`config.mk`:
```
export PLATFORM = sky130hd
export DESIGN_NAME = serial_addsub
export DESIGN_NICKNAME = d
export VERILOG_FILES = /design/src/rtl/serial_addsub.sv
export SDC_FILE = /design/constraint.sdc
export NUM_CORES = 1
export LEC_CHECK = 0
export ABC_AREA = 0
export CORE_MARGIN = 2
export CORE_UTILIZATION = 41
export CTS_CLUSTER_DIAMETER = 200
export DETAILED_ROUTE_END_ITERATION = 10
export PLACE_DENSITY = 0.73
export SLEW_MARGIN = 0
export SYNTH_ARGS = -nofsm -noshare
export SYNTH_HDL_FRONTEND = slang
export SYNTH_SLANG_ARGS = --single-unit
```
`constraint.sdc`:
```
create_clock -name clk -period 3.35 [get_ports clk]
set_clock_uncertainty 0.05 [all_clocks]
set_input_delay 0.335 -clock clk [delete_from_list [all_inputs] [get_ports clk]]
set_output_delay 0.335 -clock clk [all_outputs]
set_load 0.005 [all_outputs]
```
`src/rtl/serial_addsub.sv`:
```
// Bit-serial adder/subtractor: one full-adder step per clock, LSB first.
// Subtract is a + ~b + 1; flags are registered when the last bit retires.
module serial_addsub #(
  parameter int WIDTH = 8
) (
  input  logic             clk,
  input  logic             rst,
  input  logic             start,
  input  logic             mode,
  input  logic [WIDTH-1:0] a,
  input  logic [WIDTH-1:0] b,
  output logic             busy,
  output logic             done,
  output logic [WIDTH-1:0] result,
  output logic             cout,
  output logic             overflow
);

  localparam int CW = (WIDTH > 1) ? $clog2(WIDTH) : 1;
  localparam logic [CW-1:0] LAST = CW'(WIDTH - 1);

  typedef enum logic [1:0] {IDLE, RUN, DONE} state_t;

  state_t           r_state;
  logic [WIDTH-1:0] r_sa;
  logic [WIDTH-1:0] r_sb;
  logic [WIDTH-1:0] r_acc;
  logic [WIDTH-1:0] r_result;
  logic [CW-1:0]    r_cnt;
  logic             r_carry;
  logic             r_cout;
  logic             r_ovf;

  logic             w_sum;
  logic             w_carry;
  logic             w_last;
  logic             w_cmsb;
  logic [WIDTH-1:0] w_acc_next;

  assign w_sum   = r_sa[0] ^ r_sb[0] ^ r_carry;
  assign w_carry = (r_sa[0] & r_sb[0]) | (r_carry & (r_sa[0] ^ r_sb[0]));
  assign w_last  = (r_cnt == LAST);
  // On the final step the live carry is the carry into the MSB.
  assign w_cmsb  = r_carry;

  generate
    if (WIDTH == 1) begin : g_acc1
      assign w_acc_next = w_sum;
    end else begin : g_accn
      assign w_acc_next = {w_sum, r_acc[WIDTH-1:1]};
    end
  endgenerate

  always_ff @(posedge clk) begin
    if (rst) begin
      r_state  <= IDLE;
      r_sa     <= '0;
      r_sb     <= '0;
      r_acc    <= '0;
      r_cnt    <= '0;
      r_carry  <= 1'b0;
      r_result <= '0;
      r_cout   <= 1'b0;
      r_ovf    <= 1'b0;
    end else begin
      case (r_state)
        IDLE, DONE: begin
          if (start) begin
            r_sa    <= a;
            r_sb    <= b ^ {WIDTH{mode}};
            r_carry <= mode;
            r_cnt   <= '0;
            r_state <= RUN;
          end else begin
            r_state <= IDLE;
          end
        end
        RUN: begin
          r_acc   <= w_acc_next;
          r_sa    <= r_sa >> 1;
          r_sb    <= r_sb >> 1;
          r_carry <= w_carry;
          r_cnt   <= r_cnt + CW'(1);
          if (w_last) begin
            r_state  <= DONE;
            r_result <= w_acc_next;
            r_cout   <= w_carry;
            r_ovf    <= w_carry ^ w_cmsb;
          end
        end
        default: r_state <= IDLE;
      endcase
    end
  end

  assign busy     = (r_state == RUN);
  assign done     = (r_state == DONE);
  assign result   = r_result;
  assign cout     = r_cout;
  assign overflow = r_ovf;

endmodule
```
==> results_dict.tcl <==
set metrics [dict create \
    wl_per_cell_um 11.79 \
    holdBufCountCts 0 \
    h-tree-depth 2 \
    grt_pass1_wl_um 5188 \
    static-leakage-power_nw 0.7066 \
    swShare 0.2230 \
    synth_area_mm2 0.001624 \
    final_cell_mix "dfxtp_1 (39), a21oi_1 (36), nand2_1 (36)" \
    path_cells "nand2b_2, inv_4, clkdlybuf4s50_1" \
    crit_required_ps 2960 \
    worstSetupStartpointType "register" \
    grt_use_met2 0.2588 \
    grt_max_degree 40 \
    layout_commonest_cell "dfxtp_1" \
    slew_headroom 0.4909 \
    grt_use_met3 0.03716 \
    drt_iter0_markers 101 \
    yosys_warnings 0 \
    path_max_fanout 29 \
    ys_seq_area_frac 0.4807 \
    numCtsBuffers 5 \
    syn_nets 209 \
    crit_buf_inv 2 \
    grt.busiest_layer "met2" \
    cts_buffer_depth 2 \
    syn_area_per_cell_um2 8.731 \
    io_pins 32 \
    critical_path.top_delay_family "buffers and inverters" \
    antenna_found_initial 0 \
    p_comb_frac 0.106 \
    syn2layout_area_growth_pct 24.27 \
    grt_pass1_vias 1228 \
    cts_root_buffer "clkbuf_8" \
    critPathKind "register to output port" \
    viasPerCell 5.138 \
    timing.fmax_mhz 419.2 \
    peakVddDrop_mv 0.2762 \
    fin_setup_tns_ps 0 \
    drc_errors 0 \
    rsz0062_at_grt "false" \
    clock_sinks 39 \
    clkPwrFrac 0.396 \
    setup_viol 0 \
    clock_latency_ps 280 \
    fin_nets 234 \
    endpoint_kind "output port" \
    worstPathArrival_ps 2000 \
    utilization 0.5391 \
    synth_cell_type_count 23 \
    power_switching_w 0.0002215 \
    vias 1336 \
    grt_remaining_overflow 0 \
    yosys.area_share.simple 0.1826 \
    status "finished clean" \
    port_buffers 31 \
    wl_um 3066 \
    n_antenna_cell 0 \
    tritoncts "yes" \
    critPathSlowestCell "clkdlybuf4s50_1" \
    post-place-ws_ps 1286 \
    core_area_mm2 0.003744 \
    fill_cells 370 \
    power_density_mw_per_mm2 492.2 \
    cp_slowest_stage_delay_ps 560 \
    fin_ws_ps 964.8 \
    power_frac_seq 0.497 \
    hold_viol_final 0 \
    fp.dieW_um 66.94 \
    groute.layer.met1.usage 0.1799 \
    synth_compound_area_frac 0.1895 \
    clkTransAtPathRegs_ps 70 \
    ctsResizeCount 0 \
    cap_violations 0 \
    cts_setup_buffers 0 \
    fp-row-count 22 \
    yosys.area_share.adder 0.02773 \
    synthXorXnorAreaFrac 0.04854 \
    worstMarginPinSlew_ps 763.6 \
    detail_route.first_pass.iterations 4 \
    ys_seq_elements 39 \
    finalMaxSlewViolations 0 \
    synthMuxAreaShare 0 \
    netlist_instances 186 \
    place_congestion 0.6910 \
    internal-power_w 0.0007718 \
    hold_slack_ps 404.9 \
    die-area_mm2 0.004480 \
    grt.total_usage 0.1522 \
    initial_utilization 0.4338 \
    dp_hpwl_um 1912 \
    layout-drive-gt1-share 0.05660 \
    drtAntennaViolNets 0 \
    hp-class "register to register" \
    synth_top_family_by_area "compound AO/OA/AOI/OAI gates" \
    fin_crit_ps 2385 \
    finalCritPeriodShare 0.7120 \
    die_y_um 66.94 \
]
cells by family after synthesis:
logic type / Yosys count
AOI/OAI and AO/OA: 53
xor gates and xnor gates: 9
adders and majority gates: 3
buffers and inverters: 16
DFF: 39
and+or+nand+nor: 66
cell usage after synthesis:
library cell  count  share of area
buf_1             1         0.0023
nand3_1          20          0.062
and3b_1           1         0.0054
clkbuf_1          2         0.0046
inv_4             1         0.0039
o21a_1            1         0.0046
buf_6             4          0.028
a22oi_1          15          0.069
xor2_1            8          0.043
nand3b_1          1         0.0046
nor2b_1           2         0.0077
a21oi_1          36           0.11
dfxtp_1          39           0.48
nand2b_1          2         0.0077
fa_1              1          0.012
a211oi_1          1         0.0046
buf_4             5          0.023
ha_1              2          0.015
buf_2             3         0.0092
nor2_1            3         0.0069
xnor2_1           1         0.0054
nand2_1          36          0.083
nand2b_2          1         0.0054
power groups by stage:
stage          sequential, W  clock (W)  combinational [W]
3_5_place_dp        0.000504          0           0.000105
2_1_floorplan       0.000502          0          0.0000796
6_report            0.000494   0.000394           0.000106
5_1_grt             0.000497   0.000423           0.000118
4_1_cts             0.000494   0.000405           0.000106
3_3_place_gp        0.000504          0           0.000105
state kept, by name, summed over array words and instances (netlist names):
register / flops
r_sa: 8
r_sb: 8
result: 8
r_acc: 7
r_cnt: 3
r_state: 2
cout: 1
overflow: 1
r_carry: 1
routing by layer:
metal  share of wire  up-vias
met1            0.46      619
met2            0.48       24
met3           0.038        5
met4           0.017        0
met5               0        -
li1                -      688
path summary, 6_finish.rpt:
kind	start	end	slack, ps	cells past startpoint
worst min-delay path	result[0]	result[0]	400	2
worst min register to register	result[0]	result[0]	400	2
worst max-delay path	r_state[1]	busy	960	3
worst max register to register	r_state[1]	r_sa[1]	1740	4
final cells by class:
type,count,area (um^2),share of cell area
timing repair buffer,33,325.3,0.1612
clock inverter,2,35.03,0.01736
clock buffer,6,82.58,0.04092
multi-input combinational,131,728.2,0.3608
tap,48,60.06,0.02976
inverter,1,6.256,0.003100
sequential,39,780.7,0.3869
worst min-delay path, delay by kind of cell (launching register included):
kind,cells,cell delay (ps)
compound gates,1,50
flops,1,310
simple gates,1,50
stage by stage:
| stage | cells | instance area, um^2 | power, W |
|---|---|---|---|
| after global placement | 252 | 1901 | 0.0006092 |
| after floorplan | 186 | 1624 | 0.0005817 |
| after global routing | 260 | 2018 | 0.001037 |
| final | 260 | 2018 | 0.0009933 |
| after CTS | 260 | 2018 | 0.001005 |
| after detailed placement | 252 | 1901 | 0.0006099 |
(Power assumes the default switching activity.)
